$ cat src/rtl/bus_rr_master.sv
`default_nettype none
// ============================================================================
//  Module      : bus_rr_master
//  Description : Multi-channel bus master. NUM_CH requester channels are
//                arbitrated round-robin; the winner's read or write is issued
//                on a single addr/data/wen/ren bus and held until the target
//                returns ready. The winning channel then gets a one-cycle
//                ch_ack pulse. Read data return is handled outside this block.
//
//  Ports       : clk       - clock, all logic on the rising edge
//                reset     - synchronous, active-high reset
//                ch_req    - per-channel request, held until ch_ack
//                ch_wr     - per-channel direction (1 = write, 0 = read)
//                ch_addr   - packed per-channel address, ch k at [k*ADDR_W +: ADDR_W]
//                ch_wdata  - packed per-channel write data, same packing
//                ch_ack    - one-hot, one-cycle completion pulse
//                ch_err    - qualifies ch_ack: 1 = aborted by timeout
//                addr      - bus address
//                valid     - id of the channel owning the bus
//                data      - bus write data (0 on reads)
//                wen / ren - bus write / read strobes
//                ready     - target accepts the current strobe
//                busy      - high while a transfer is in BUS or ACK
//
//  Options     : `define BUS_RR_MASTER_TIMEOUT_EN enables the BUS-state
//                timeout (TIMEOUT_CYC cycles without ready aborts the
//                transfer with ch_err = 1). Without it ch_err is tied low and
//                BUS waits for ready indefinitely.
//
//  Revision    : 1.0 - initial release
// ============================================================================
module bus_rr_master #(
    parameter int NUM_CH      = 8,
    parameter int ADDR_W      = 32,
    parameter int DATA_W      = 64,
    parameter int TIMEOUT_CYC = 255
) (
    input  logic                      clk,
    input  logic                      reset,
    input  logic [NUM_CH-1:0]         ch_req,
    input  logic [NUM_CH-1:0]         ch_wr,
    input  logic [NUM_CH*ADDR_W-1:0]  ch_addr,
    input  logic [NUM_CH*DATA_W-1:0]  ch_wdata,
    output logic [NUM_CH-1:0]         ch_ack,
    output logic                      ch_err,
    output logic [ADDR_W-1:0]         addr,
    output logic [$clog2(NUM_CH)-1:0] valid,
    output logic [DATA_W-1:0]         data,
    output logic                      wen,
    output logic                      ren,
    input  logic                      ready,
    output logic                      busy
);

    localparam int c_ID_W  = $clog2(NUM_CH);
    // One extra bit so rr_ptr + offset never overflows before the wrap.
    localparam int c_IDX_W = c_ID_W + 1;
    localparam logic [c_ID_W-1:0]  c_LAST_CH = c_ID_W'(NUM_CH - 1);
    localparam logic [c_IDX_W-1:0] c_NUM_CH  = c_IDX_W'(NUM_CH);

    localparam logic [1:0] c_ST_IDLE = 2'd0;
    localparam logic [1:0] c_ST_BUS  = 2'd1;
    localparam logic [1:0] c_ST_ACK  = 2'd2;

    typedef enum logic [1:0] {
        ST_IDLE = c_ST_IDLE,
        ST_BUS  = c_ST_BUS,
        ST_ACK  = c_ST_ACK
    } state_t;

    // ------------------------------------------------------------------
    // Per-channel views of the packed address / write-data buses
    // ------------------------------------------------------------------
    logic [ADDR_W-1:0] w_ch_addr  [NUM_CH];
    logic [DATA_W-1:0] w_ch_wdata [NUM_CH];

    generate
        for (genvar k = 0; k < NUM_CH; k++) begin : g_unpack
            assign w_ch_addr[k]  = ch_addr[k*ADDR_W +: ADDR_W];
            assign w_ch_wdata[k] = ch_wdata[k*DATA_W +: DATA_W];
        end
    endgenerate

    // ------------------------------------------------------------------
    // Registers
    // ------------------------------------------------------------------
    state_t              r_state_q,  w_state_d;
    logic [ADDR_W-1:0]   r_addr_q,   w_addr_d;
    logic [c_ID_W-1:0]   r_valid_q,  w_valid_d;
    logic [DATA_W-1:0]   r_data_q,   w_data_d;
    logic                r_wen_q,    w_wen_d;
    logic                r_ren_q,    w_ren_d;
    logic [NUM_CH-1:0]   r_ch_ack_q, w_ch_ack_d;
    logic                r_busy_q,   w_busy_d;
    logic [c_ID_W-1:0]   r_rr_ptr_q, w_rr_ptr_d;

`ifdef BUS_RR_MASTER_TIMEOUT_EN
    // The counter holds the number of earlier ready-less BUS cycles, so the
    // current cycle is the TIMEOUT_CYC-th one when it equals TIMEOUT_CYC-1.
    localparam int c_CNT_W = $clog2(TIMEOUT_CYC + 1);
    localparam logic [c_CNT_W-1:0] c_CNT_LAST = c_CNT_W'(TIMEOUT_CYC - 1);

    logic [c_CNT_W-1:0]  r_tmo_cnt_q, w_tmo_cnt_d;
    logic                r_ch_err_q,  w_ch_err_d;
    logic                w_tmo_hit;

    assign w_tmo_hit = (r_tmo_cnt_q == c_CNT_LAST);
`endif

    // ------------------------------------------------------------------
    // Round-robin winner search: first set request at or above rr_ptr,
    // wrapping explicitly at NUM_CH (which need not be a power of two).
    // ------------------------------------------------------------------
    logic                w_found;
    logic [c_ID_W-1:0]   w_winner;
    logic [c_IDX_W-1:0]  w_idx;

    always_comb begin
        w_found  = 1'b0;
        w_winner = '0;
        w_idx    = '0;
        for (int i = 0; i < NUM_CH; i++) begin
            w_idx = {1'b0, r_rr_ptr_q} + c_IDX_W'(i);
            if (w_idx >= c_NUM_CH) begin
                w_idx = w_idx - c_NUM_CH;
            end
            if (!w_found && ch_req[w_idx[c_ID_W-1:0]]) begin
                w_found  = 1'b1;
                w_winner = w_idx[c_ID_W-1:0];
            end
        end
    end

    // ------------------------------------------------------------------
    // Next-state logic
    // ------------------------------------------------------------------
    always_comb begin
        w_state_d  = r_state_q;
        w_addr_d   = r_addr_q;
        w_valid_d  = r_valid_q;
        w_data_d   = r_data_q;
        w_wen_d    = r_wen_q;
        w_ren_d    = r_ren_q;
        w_ch_ack_d = '0;
        w_rr_ptr_d = r_rr_ptr_q;
`ifdef BUS_RR_MASTER_TIMEOUT_EN
        w_tmo_cnt_d = r_tmo_cnt_q;
        w_ch_err_d  = 1'b0;
`endif

        case (r_state_q)
            ST_IDLE: begin
                w_wen_d = 1'b0;
                w_ren_d = 1'b0;
                if (w_found) begin
                    w_addr_d  = w_ch_addr[w_winner];
                    w_valid_d = w_winner;
                    w_data_d  = ch_wr[w_winner] ? w_ch_wdata[w_winner] : '0;
                    w_wen_d   = ch_wr[w_winner];
                    w_ren_d   = ~ch_wr[w_winner];
                    w_state_d = ST_BUS;
`ifdef BUS_RR_MASTER_TIMEOUT_EN
                    w_tmo_cnt_d = '0;
`endif
                end
            end

            ST_BUS: begin
                if (ready) begin
                    w_wen_d               = 1'b0;
                    w_ren_d               = 1'b0;
                    w_ch_ack_d[r_valid_q] = 1'b1;
                    w_state_d             = ST_ACK;
                end
`ifdef BUS_RR_MASTER_TIMEOUT_EN
                else if (w_tmo_hit) begin
                    w_wen_d               = 1'b0;
                    w_ren_d               = 1'b0;
                    w_ch_ack_d[r_valid_q] = 1'b1;
                    w_ch_err_d            = 1'b1;
                    w_state_d             = ST_ACK;
                end else begin
                    w_tmo_cnt_d = r_tmo_cnt_q + 1'b1;
                end
`endif
            end

            ST_ACK: begin
                // The pointer moves only once a transfer has finished, so a
                // waiting channel is passed over by at most NUM_CH-1 others.
                w_rr_ptr_d = (r_valid_q == c_LAST_CH) ? '0 : r_valid_q + 1'b1;
                w_state_d  = ST_IDLE;
            end

            default: begin
                w_wen_d   = 1'b0;
                w_ren_d   = 1'b0;
                w_state_d = ST_IDLE;
            end
        endcase

        w_busy_d = (w_state_d == ST_BUS) || (w_state_d == ST_ACK);
    end

    // ------------------------------------------------------------------
    // State and registered outputs
    // ------------------------------------------------------------------
    always_ff @(posedge clk) begin
        if (reset) begin
            r_state_q   <= ST_IDLE;
            r_addr_q    <= '0;
            r_valid_q   <= '0;
            r_data_q    <= '0;
            r_wen_q     <= 1'b0;
            r_ren_q     <= 1'b0;
            r_ch_ack_q  <= '0;
            r_busy_q    <= 1'b0;
            r_rr_ptr_q  <= '0;
`ifdef BUS_RR_MASTER_TIMEOUT_EN
            r_tmo_cnt_q <= '0;
            r_ch_err_q  <= 1'b0;
`endif
        end else begin
            r_state_q   <= w_state_d;
            r_addr_q    <= w_addr_d;
            r_valid_q   <= w_valid_d;
            r_data_q    <= w_data_d;
            r_wen_q     <= w_wen_d;
            r_ren_q     <= w_ren_d;
            r_ch_ack_q  <= w_ch_ack_d;
            r_busy_q    <= w_busy_d;
            r_rr_ptr_q  <= w_rr_ptr_d;
`ifdef BUS_RR_MASTER_TIMEOUT_EN
            r_tmo_cnt_q <= w_tmo_cnt_d;
            r_ch_err_q  <= w_ch_err_d;
`endif
        end
    end

    assign addr   = r_addr_q;
    assign valid  = r_valid_q;
    assign data   = r_data_q;
    assign wen    = r_wen_q;
    assign ren    = r_ren_q;
    assign ch_ack = r_ch_ack_q;
    assign busy   = r_busy_q;

`ifdef BUS_RR_MASTER_TIMEOUT_EN
    assign ch_err = r_ch_err_q;
`else
    assign ch_err = 1'b0;
`endif

endmodule
`default_nettype wire

$ cat config.mk
export PLATFORM = sky130hd
export DESIGN_NAME = bus_rr_master
export DESIGN_NICKNAME = d
export VERILOG_FILES = /design/src/rtl/bus_rr_master.sv
export SDC_FILE = /design/constraint.sdc
export NUM_CORES = 1
export LEC_CHECK = 0
export CAP_MARGIN = 20
export CORE_AREA = 2 2 353 355
export DETAILED_ROUTE_END_ITERATION = 10
export DIE_AREA = 0 0 355 357
export GPL_TIMING_DRIVEN = 0
export SLEW_MARGIN = 25
export SYNTH_ARGS = -nofsm -noshare
export SYNTH_HDL_FRONTEND = slang
export SYNTH_SLANG_ARGS = --single-unit
$ cat constraint.sdc
create_clock -name clk -period 6.1 [get_ports clk]
set_input_delay 0.61 -clock clk [delete_from_list [all_inputs] [get_ports clk]]
set_output_delay 0.61 -clock clk [all_outputs]
set_load 0.05 [all_outputs]
==> impl_metrics.toml <==
[synth]
synth_seq_cells = 115
ys_seq_area_share_pct = 21.6
syn_inst = 1147
synth_edf_count = 0
synth_flop_cell = "dfxtp_1"
yosysWarningCount = 0
synthDistinctLibCells = 68
yosysTopAreaCell = "mux4_2"
avgSynthCellArea_um2 = 9.30
syn-num-nets = 1938
synth_top_area_share_pct = 29.6
synth.top_cells.by_count = "nand2_1 (180), mux4_2 (140), dfxtp_1 (115)"
synth_area_leaders = "mux4_2 (30%), dfxtp_1 (22%), nand2_1 (6.3%)"
syn_area_mm2 = 0.0107
synth.most_common_cell = "nand2_1"
synth-async-reset-ratio_pct = 0

[sta]
fin_skew_ns = 0.0157
slew-limit-headroom_pct = 32.8
setup-tns-final_ns = 0
grt_setup_unrepaired = "no"
fin_ws_ns = 0.430
fmax_ghz = 0.176
slew_violations = 0
setup_viol = 0
hold_violations = 0
fin_crit_ns = 5.67
worst_pin_slew_ns = 1.01
finalCritPeriodShare_pct = 93.0

[power_and_ir_drop]
powerDensity_mw_per_mm2 = 204
vdd_drop_max_v = 0.000215
cellLeakagePower_nw = 7.54

[placement]
dpl-instance-area_mm2 = 0.0218
port_buffers = 895
gp_congestion = 0.954
dp_hpwl_mm = 95.6
post-place-ws_ns = 0.195

[floorplanning]
core_region_area_mm2 = 0.123
initial_core_util_pct = 8.67
dieArea_mm2 = 0.127
fp.dieH_um = 357
die_w_um = 355
row_count = 129
ios = 898

[outcome]
status = "finished clean"

[worst_setup_path]
critPathKind = "reg -> reg"
crit_arrival_ns = 6.04
critical_path.startpoint_type = "flop"
worstSetupEndpointType = "flop"
cp_max_fo = 10
cp.required_ns = 6.47

[drt]
drt_iter0_drc = 1060
antenna_left = 0
vias = 14500
route.detailed.drc = 0
via_per_inst = 3.87
wire_per_inst_um = 28.8
drt-total-wl_mm = 108
dr.pass1.iters = 5

[global_route]
grt_max_degree = 17
grt_pass1_wl_mm = 135
antenna_found_initial = 63
overflow = 0
grt_use_total_pct = 16.1
grt_pass1_vias = 14400

[cts]
htree_num_levels = 4
clock_latency_ns = 0.49
cts_tree = "yes"
clk_pin_slew_ns = 0.07
cts_root_buf = "clkbuf_16"
cts_made_buffers = 17
clockBufferDepth = 2
clkSinkCount = 115

[finish]
syn_to_final_growth_pct = 110
final_area_mm2 = 0.0224
fillCellCount = 13800
layout-drive-gt1-share_pct = 15.0
final_nets = 2858

[flow_run]
drv_cap = 0

[worst_hold_path]
hp-class = "reg -> reg"
layer usage:
metal  part of all wire [%]  GRT usage [%]
met1                     38           18.6
met2                     50           28.1
met3                    8.4           4.70
met4                    3.5           6.11
met5                  0.075          0.815
metrics by stage:
stage | hold slack (ns) | utilization (%) | instances | total power (W)
4_1_cts | 0.479 | 18.2 | 3715 | 0.00467
3_5_place_dp | 0.464 | 17.7 | 3685 | 0.00353
2_1_floorplan | 0.471 | - | 1147 | 0.00219
6_report | 0.479 | 18.2 | 3738 | 0.00458
5_1_grt | 0.504 | 18.2 | 3725 | 0.00480
3_3_place_gp | 0.454 | 17.6 | 3679 | 0.00352
final timing paths:
check | startpoint | end | slack [ns] | cells past startpoint
max | r_rr_ptr_q[1] | addr[12] | 0.43 | 15
min | data[7] | data[7] | 0.48 | 2
max reg2reg | r_rr_ptr_q[1] | addr[12] | 0.43 | 15
min reg2reg | data[7] | data[7] | 0.48 | 2
logic make-up (layout without fill, tap and decap cells):
kind of cell	after synthesis	in the layout	share of synthesized area [%]
buffers and inverters	183	1114	8.65
AOI/OAI and AO/OA	204	204	14.2
DFF	115	115	21.6
and+or+nand+nor	441	441	19.4
adders and majority gates	4	4	0.469
other	1	24	0.0352
muxes	195	195	35.3
xor gates and xnor gates	4	4	0.329
cell usage in the layout (no fill, tap or decap), types with 3 or more instances in the layout:
| master | count |
|---|---|
| o21ai_0 | 3 |
| mux2i_1 | 11 |
| clkbuf_2 | 5 |
| clkinv_2 | 3 |
| nor2_1 | 54 |
| mux2_1 | 3 |
| and2_1 | 5 |
| nand4_1 | 33 |
| buf_4 | 3 |
| a21oi_1 | 8 |
| clkbuf_8 | 3 |
| nand2_1 | 180 |
| or2_2 | 3 |
| clkinvlp_4 | 3 |
| nand2b_1 | 7 |
| buf_6 | 26 |
| clkdlybuf4s50_1 | 895 |
| xor2_1 | 3 |
| diode_2 | 23 |
| a32oi_1 | 65 |
| mux4_2 | 140 |
| nand3_1 | 108 |
| clkbuf_16 | 17 |
| inv_1 | 17 |
| buf_1 | 6 |
| and3_1 | 33 |
| buf_2 | 47 |
| nor2b_1 | 4 |
| o21ai_1 | 65 |
| nor3_1 | 4 |
| clkinv_1 | 49 |
| ha_1 | 4 |
| mux2_2 | 40 |
| a311oi_1 | 32 |
| dfxtp_1 | 115 |
| clkbuf_1 | 34 |
sequential cells by signal (all words and copies together) (netlist names), 2 cells and up:
| signal | count |
|---|---|
| valid | 3 |
| r_rr_ptr_q | 3 |
| addr | 32 |
| data | 64 |
| ch_ack | 8 |
| r_state_q | 2 |
critical path, stage by stage, from the launching register on:
cell and delay, ns:
dfxtp_1 0.33, clkbuf_1 0.34, clkinv_1 0.35, ha_1 0.45
buf_6 0.18, mux2_1 0.34, mux4_2 0.47, o2bb2ai_1 0.35
a31oi_1 0.24, o31ai_4 0.56, buf_6 0.27, clkbuf_1 0.53
mux2_2 0.41, nand2_1 0.08, nand4_1 0.31, and3_1 0.30
cell type report:
| type | instances | area [µm²] | area share [%] |
|---|---|---|---|
| clock buffers | 21 | 470 | 2.10 |
| repair buffers | 901 | 9040 | 40.3 |
| diodes | 23 | 57.6 | 0.257 |
| clock inverters | 9 | 106 | 0.475 |
| inverters | 67 | 251 | 1.12 |
| multi-input cells | 849 | 7460 | 33.3 |
| flip-flops and latches | 115 | 2300 | 10.3 |
| well taps | 1637 | 2050 | 9.14 |
| plain buffers | 116 | 677 | 3.02 |
where the power goes:
group          switching, W  internal [W]  total (W)
registers         0.0000941      0.000857   0.000951
clock network      0.000456      0.000626    0.00108
logic               0.00141       0.00114    0.00255
total               0.00196       0.00262    0.00458
what timing repair did:
action / CTS / global route
gates resized for setup: 0 / 7
hold buffers: 0 / 0
buffers inserted: 0 / 0
endpoints found under the setup margin: 0 / 5
Power figures use the tool's default switching activity.
